**src/rtl/stage_pipe_sched_if.sv**
```systemverilog
// rtl/stage_pipe_sched_if.sv - handshake/datapath bundle between requesters, scheduler and capture/AND datapath
//
// Ports carried (WIDTH bits for operands/results, 1 bit otherwise):
//   req0_valid/req0_a/req0_b/req0_ready : requester 0 operand pair handshake
//   req1_valid/req1_a/req1_b/req1_ready : requester 1 operand pair handshake
//   dp_in1/dp_in2/dp_en1/dp_en2/dp_out  : datapath operands, capture enables, stage-2 result
//   rsp_valid/rsp_ready/rsp_id/rsp_data : in-order result handshake with owner tag
//   flush/flush_done/busy               : drain handshake and occupancy
// slave  = the scheduler; master = everything around it (requesters, datapath, consumer).
interface stage_pipe_sched_if #(
    parameter int WIDTH = 1
);
    logic             req0_valid;
    logic [WIDTH-1:0] req0_a;
    logic [WIDTH-1:0] req0_b;
    logic             req0_ready;
    logic             req1_valid;
    logic [WIDTH-1:0] req1_a;
    logic [WIDTH-1:0] req1_b;
    logic             req1_ready;
    logic [WIDTH-1:0] dp_in1;
    logic [WIDTH-1:0] dp_in2;
    logic             dp_en1;
    logic             dp_en2;
    logic [WIDTH-1:0] dp_out;
    logic             rsp_valid;
    logic             rsp_ready;
    logic             rsp_id;
    logic [WIDTH-1:0] rsp_data;
    logic             flush;
    logic             flush_done;
    logic             busy;

    modport slave (
        input  req0_valid, req0_a, req0_b,
        output req0_ready,
        input  req1_valid, req1_a, req1_b,
        output req1_ready,
        output dp_in1, dp_in2, dp_en1, dp_en2,
        input  dp_out,
        output rsp_valid, rsp_id, rsp_data,
        input  rsp_ready,
        input  flush,
        output flush_done, busy
    );

    modport master (
        output req0_valid, req0_a, req0_b,
        input  req0_ready,
        output req1_valid, req1_a, req1_b,
        input  req1_ready,
        input  dp_in1, dp_in2, dp_en1, dp_en2,
        output dp_out,
        input  rsp_valid, rsp_id, rsp_data,
        output rsp_ready,
        output flush,
        input  flush_done, busy
    );
endinterface

```
**src/rtl/stage_pipe_sched.sv**
```systemverilog
// rtl/stage_pipe_sched.sv - two-requester scheduler for the two-stage capture/AND datapath
//
// Ports:
//   clk  : rising-edge clock
//   rst  : asynchronous active-high reset; discards in-flight operations
//   bus  : stage_pipe_sched_if.slave (requests, datapath enables/operands, results, flush)
// Build option:
//   STAGE_PIPE_SCHED_RR_EN defined   -> round-robin between requesters on conflict
//   STAGE_PIPE_SCHED_RR_EN undefined -> requester 0 always wins a conflict
module stage_pipe_sched #(
    parameter int WIDTH = 1
) (
    input  logic                 clk,
    input  logic                 rst,
    stage_pipe_sched_if.slave    bus
);

    typedef enum logic [1:0] {
        ST_RUN   = 2'd0,
        ST_DRAIN = 2'd1,
        ST_DONE  = 2'd2
    } state_t;

    state_t state;
    state_t state_nxt;

    // Per-stage occupancy and owner tags.
    logic v1;
    logic v2;
    logic t1;
    logic t2;

    logic adv1;
    logic adv2;
    logic en1;
    logic en2;
    logic eligible;
    logic win;
    logic grant0;
    logic grant1;
    logic rsp_fire;

    // Stage 2 can take new data when empty or when its result leaves this cycle;
    // stage 1 can take new data when empty or when it moves into stage 2.
    assign adv2     = !v2 | bus.rsp_ready;
    assign en2      = v1 & adv2;
    assign adv1     = !v1 | en2;
    assign rsp_fire = v2 & bus.rsp_ready;

    // rst is folded in so the readies drop the moment reset asserts.
    assign eligible = (state == ST_RUN) & !bus.flush & adv1 & !rst;

`ifdef STAGE_PIPE_SCHED_RR_EN
    // Requester that most recently completed a handshake; 1 out of reset so
    // requester 0 wins the first conflict.
    logic last;

    // On conflict the requester other than last wins.
    assign win = bus.req1_valid & (!bus.req0_valid | !last);

    always_ff @(posedge clk or posedge rst) begin
        if (rst) begin
            last <= 1'b1;
        end else if (en1) begin
            last <= win;
        end
    end
`else
    assign win = bus.req1_valid & !bus.req0_valid;
`endif

    assign grant0 = eligible & bus.req0_valid & !win;
    assign grant1 = eligible & bus.req1_valid & win;
    assign en1    = grant0 | grant1;

    assign bus.req0_ready = grant0;
    assign bus.req1_ready = grant1;
    assign bus.dp_en1     = en1;
    assign bus.dp_en2     = en2;

    // Requester-0 operands are presented whenever requester 1 is not granted.
    assign bus.dp_in1 = rst ? '0 : (grant1 ? bus.req1_a : bus.req0_a);
    assign bus.dp_in2 = rst ? '0 : (grant1 ? bus.req1_b : bus.req0_b);

    assign bus.rsp_valid  = v2;
    assign bus.rsp_id     = t2;
    assign bus.rsp_data   = bus.dp_out;
    assign bus.busy       = v1 | v2;
    assign bus.flush_done = (state == ST_DONE);

    always_ff @(posedge clk or posedge rst) begin
        if (rst) begin
            v1 <= 1'b0;
            v2 <= 1'b0;
            t1 <= 1'b0;
            t2 <= 1'b0;
        end else begin
            v1 <= en1 | (v1 & !en2);
            v2 <= en2 | (v2 & !rsp_fire);
            if (en1) begin
                t1 <= win;
            end
            if (en2) begin
                t2 <= t1;
            end
        end
    end

    always_ff @(posedge clk or posedge rst) begin
        if (rst) begin
            state <= ST_RUN;
        end else begin
            state <= state_nxt;
        end
    end

    // The datapath keeps advancing during DRAIN; only new acceptances stop.
    always_comb begin
        state_nxt = state;
        case (state)
            ST_RUN: begin
                if (bus.flush) begin
                    state_nxt = ST_DRAIN;
                end
            end
            ST_DRAIN: begin
                if (!v1 && !v2) begin
                    state_nxt = ST_DONE;
                end
            end
            ST_DONE: begin
                if (!bus.flush) begin
                    state_nxt = ST_RUN;
                end
            end
            default: begin
                state_nxt = ST_RUN;
            end
        endcase
    end

endmodule

```
**src/flat_wrapper.sv**
```systemverilog
// flat-port wrapper written by rule: the top's interface ports become plain ports
module stage_pipe_sched_flat 
#(
    parameter int WIDTH = 1
)
  (clk, rst, bus_req0_valid, bus_req0_a, bus_req0_b, bus_req0_ready, bus_req1_valid, bus_req1_a, bus_req1_b, bus_req1_ready, bus_dp_in1, bus_dp_in2, bus_dp_en1, bus_dp_en2, bus_dp_out, bus_rsp_valid, bus_rsp_id, bus_rsp_data, bus_rsp_ready, bus_flush, bus_flush_done, bus_busy);
  stage_pipe_sched_if #(.WIDTH(WIDTH)) bus_i ();
  input  logic clk;
  input  logic rst;
  input wire logic [$bits(bus_i.req0_valid)-1:0] bus_req0_valid;
  input wire logic [$bits(bus_i.req0_a)-1:0] bus_req0_a;
  input wire logic [$bits(bus_i.req0_b)-1:0] bus_req0_b;
  output wire logic [$bits(bus_i.req0_ready)-1:0] bus_req0_ready;
  input wire logic [$bits(bus_i.req1_valid)-1:0] bus_req1_valid;
  input wire logic [$bits(bus_i.req1_a)-1:0] bus_req1_a;
  input wire logic [$bits(bus_i.req1_b)-1:0] bus_req1_b;
  output wire logic [$bits(bus_i.req1_ready)-1:0] bus_req1_ready;
  output wire logic [$bits(bus_i.dp_in1)-1:0] bus_dp_in1;
  output wire logic [$bits(bus_i.dp_in2)-1:0] bus_dp_in2;
  output wire logic [$bits(bus_i.dp_en1)-1:0] bus_dp_en1;
  output wire logic [$bits(bus_i.dp_en2)-1:0] bus_dp_en2;
  input wire logic [$bits(bus_i.dp_out)-1:0] bus_dp_out;
  output wire logic [$bits(bus_i.rsp_valid)-1:0] bus_rsp_valid;
  output wire logic [$bits(bus_i.rsp_id)-1:0] bus_rsp_id;
  output wire logic [$bits(bus_i.rsp_data)-1:0] bus_rsp_data;
  input wire logic [$bits(bus_i.rsp_ready)-1:0] bus_rsp_ready;
  input wire logic [$bits(bus_i.flush)-1:0] bus_flush;
  output wire logic [$bits(bus_i.flush_done)-1:0] bus_flush_done;
  output wire logic [$bits(bus_i.busy)-1:0] bus_busy;
  assign bus_i.req0_valid = bus_req0_valid;
  assign bus_i.req0_a = bus_req0_a;
  assign bus_i.req0_b = bus_req0_b;
  assign bus_req0_ready = bus_i.req0_ready;
  assign bus_i.req1_valid = bus_req1_valid;
  assign bus_i.req1_a = bus_req1_a;
  assign bus_i.req1_b = bus_req1_b;
  assign bus_req1_ready = bus_i.req1_ready;
  assign bus_dp_in1 = bus_i.dp_in1;
  assign bus_dp_in2 = bus_i.dp_in2;
  assign bus_dp_en1 = bus_i.dp_en1;
  assign bus_dp_en2 = bus_i.dp_en2;
  assign bus_i.dp_out = bus_dp_out;
  assign bus_rsp_valid = bus_i.rsp_valid;
  assign bus_rsp_id = bus_i.rsp_id;
  assign bus_rsp_data = bus_i.rsp_data;
  assign bus_i.rsp_ready = bus_rsp_ready;
  assign bus_i.flush = bus_flush;
  assign bus_flush_done = bus_i.flush_done;
  assign bus_busy = bus_i.busy;
  stage_pipe_sched #(.WIDTH(WIDTH)) u_core (.clk(clk), .rst(rst), .bus(bus_i));
endmodule
```
**config.mk**
```make
export PLATFORM = sky130hd
export DESIGN_NAME = stage_pipe_sched_flat
export DESIGN_NICKNAME = d
export VERILOG_FILES = /design/src/rtl/stage_pipe_sched_if.sv /design/src/rtl/stage_pipe_sched.sv /design/src/flat_wrapper.sv
export SDC_FILE = /design/constraint.sdc
export NUM_CORES = 1
export LEC_CHECK = 0
export ABC_AREA = 1
export BUFFER_PORTS_ARGS = -buffer_cell sky130_fd_sc_hd__buf_2
export CORE_AREA = 2 2 39 41
export CTS_CLUSTER_SIZE = 25
export DETAILED_ROUTE_END_ITERATION = 16
export DIE_AREA = 0 0 41 43
export PLACE_DENSITY_LB_ADDON = 0.15
export SYNTH_ARGS = -nofsm -noshare
export SYNTH_HDL_FRONTEND = slang
export SYNTH_SLANG_ARGS = --single-unit
```
**constraint.sdc**
```tcl
create_clock -name clk -period 0.9 [get_ports clk]
set_input_delay 0.135 -clock clk [delete_from_list [all_inputs] [get_ports clk]]
set_output_delay 0.135 -clock clk [all_outputs]
set_load 0.005 [all_outputs]
```
==> summary.txt <==
Worst hold path
  – Worst min-delay path class: input pin to flip-flop
  – HP Start: bus_flush

Clock tree
  – H-tree depth: 1
  – Clock transition at path regs: 50 ps
  – Max Buffers Root-to-Sink: 2
  – Num CTS Buffers: 3
  – CTS tree: built
  – Clk Latency, worst-skew pair: 250 ps
  – Clock sink total: 6
  – Root buffer cell: clkbuf_4

Floorplanning
  – Die area: 1763 um2
  – Die X: 41 um
  – IO Count: 22
  – Starting Density: 29.11%
  – Core area: 1384 um2
  – Cell row count: 14
  – Die height: 43 um

Setup path
  – R2r setup slk: -300 ps
  – CP startpoint: u_core.bus.rsp_valid$_DFF_PP0_
  – Worst Path Required: 760 ps
  – R2R depth: 4
  – Reg2Reg Launch Point: u_core.bus.rsp_valid$_DFF_PP0_
  – CP max-delay cell: dfrtp_1
  – Critical Path Start Type: flip-flop
  – Critical Path Most Common Cell: buf_6
  – Critical path endpoint: bus_busy
  – Crit. End Element: output pin
  – Max Fanout on Critical Path: 3
  – Setup CP Type: flip-flop to output pin
  – Crit path cell chain: buf_4 -> buf_6 -> or2_4 -> buf_6
  – Max incr delay on CP: 410 ps
  – WP data arrival: 1270 ps
  – Critical R2R Capture: u_core.state[1]$_DFFE_PP0P_

Placed design
  – DP HPWL: 695.5 um
  – Port Buffers: 19
  – Placed insts: 99
  – Pre-CTS WS: -219.6 ps
  – Routability congestion estimate: 0.6721
  – Placed instance area: 590.6 um2

Timing
  – RSZ-0062 raised after global routing: true
  – Hold_ws: 160.0 ps
  – Fmax: 0.7122 GHz
  – Final WS setup: -504.1 ps
  – Final period util: 156.0%
  – Final Hold Fails: 0
  – Max-slew violations: 0
  – Worst-margin pin slew: 270.3 ps
  – Final setup fails: 15
  – Slew margin rel.: 81.92%
  – Final min period: 1404 ps
  – Final Skew: 8.387 ps

Final layout
  – Multi-input logic area: 244.0 um2
  – FF/Latch Area: 150.1 um2
  – Ant diodes: 0
  – Fill count: 132
  – Fin nets: 104
  – Post-route cell area: 723.2 um2
  – Area Overhead vs Synth: 79.50%
  – Layout cells sized above 1: 60.44%
  – Post-route insts no fill: 107

Power and ir drop
  – PwrDens: 2086 nW/um2
  – Leak pwr: 0.4357 nW
  – Maximum VDD drop: 1.278 mV
  – Total chip power: 0.001508 W

Drt
  – Via/cell ratio: 4.187
  – First DRT Iteration DRCs: 4
  – Antenna-violating nets left: 0
  – DR DRC count: 0
  – Routed WL: 927 um
  – WL per Instance: 8.664 um
  – Vias after detailed routing: 448
  – Pre-Repair DR Iteration Count: 2

Synthesis
  – Ys Warns: 0
  – Syn avg cell area: 7.325 um2
  – Synthesized area: 402.9 um2
  – Yosys reg bits: 6
  – Netlist cell types: 16
  – Cell taking the most area after synthesis: dfrtp_1
  – Syn Nets: 66
  – Yosys top cell area share: 37.27%
  – Mapped Cells: 55
  – Ranking of synthesized cells by area: dfrtp_1 37%, nand2_1 14%, inv_1 11%
  – Sequential area share after synthesis: 37.27%

GRT
  – Total gr overflow: 0
  – Initial antenna violation count: 0
  – First-pass GRT wire length: 1524 um
  – GRT Total Usage: 13.16%
  – Number of global-route vias before repair: 409
  – Largest net degree at the start of global routing: 7

Job
  – Max Cap Viol: 0

Status
  – Run status: complete, but fails checks
  – Violated checks: negative setup slack
-- through the flow --
step	TNS [ps]	util (%)
4_1_cts	-3753	45.75
2_1_floorplan	-323.1	-
3_5_place_dp	-1511	42.68
5_1_grt	-5521	52.26
3_3_place_gp	-1420	42.68
6_report	-4415	52.26
-- timing repair --
item / 4_1_cts / 5_1_grt
endpoints found under the hold margin: 6 / 0
gates resized for setup: 3 / 13
setup buffers: 0 / 4
setup endpoints to repair: 14 / 16
hold buffers: 1 / 0
pin swaps: 0 / 1
-- state kept, by name, indices dropped and copies added, names as in the netlist --
register              flops
u_core.v1                 1
u_core.bus.rsp_valid      1
u_core.t1                 1
u_core.bus.rsp_id         1
u_core.state              2
-- placed cells by master (no fill, tap or decap), drive strengths merged --
cell type	Yosys	layout
dlygate4sd3	0	1
or2	1	1
o21ai	1	1
clkbuf	0	3
nand2	16	16
dfrtp	6	6
nand3	4	4
buf	1	33
inv	15	15
nand4	3	3
nor2	7	7
o31ai	1	1
-- Yosys cell counts --
cell type	count
nand3_1	2
o31ai_1	1
o21ai_1	1
nand2_1	15
inv_2	3
nor2_1	3
nand3_2	2
inv_1	12
nor2_2	3
nor2_4	1
nand4_1	2
or2_4	1
nand4_4	1
nand2_2	1
buf_4	1
dfrtp_1	6
-- power by group --
group | internal [W] | total (W) | switching [W]
clock | 0.000151 | 0.000248 | 0.0000970
combinational | 0.000426 | 0.000803 | 0.000377
sequential | 0.000371 | 0.000458 | 0.0000871
total | 0.000947 | 0.00151 | 0.000561
-- worst max-delay path: cells and delay by family, from the launching register on --
kind,cells,cell delay [ps]
flip-flops,1,410
AND/OR/NAND/NOR,1,240
buffers and inverters,3,380
-- routing by layer --
metal	vias to the layer above	part of all wire (%)	track usage, %
met5	-	0	0
met4	0	0	2.000
met3	0	7.3	9.424
met2	15	51	19.38
met1	194	42	15.51
li1	239	-	-
-- cell families (layout without fill, tap and decap cells) --
| family | count (synthesis) | after routing | share of synthesized area (%) |
|---|---|---|---|
| simple gates | 31 | 31 | 43.79 |
| buf+inv | 16 | 52 | 15.84 |
| compound gates | 2 | 2 | 3.105 |
| flops | 6 | 6 | 37.27 |
-- final cells by class --
cell class	count	share of cell area, %
multi-input combinational	33	33.74
inverter	15	7.785
sequential	6	20.76
timing repair buffer	34	31.83
clock buffer	3	3.114
tap	16	2.768
-- how the worst min path moves through the flow --
stage / end / cells after the start
2_1_floorplan: u_core.bus.rsp_id$_DFFE_PP0P_ / 1
3_3_place_gp: u_core.state[0]$_DFFE_PP0P_ / 3
3_5_place_dp: u_core.state[0]$_DFFE_PP0P_ / 3
4_1_cts: u_core.state[1]$_DFFE_PP0P_ / 3
5_1_grt: u_core.state[1]$_DFFE_PP0P_ / 3
6_report: u_core.state[1]$_DFFE_PP0P_ / 3
Power figures use the tool's default switching activity.
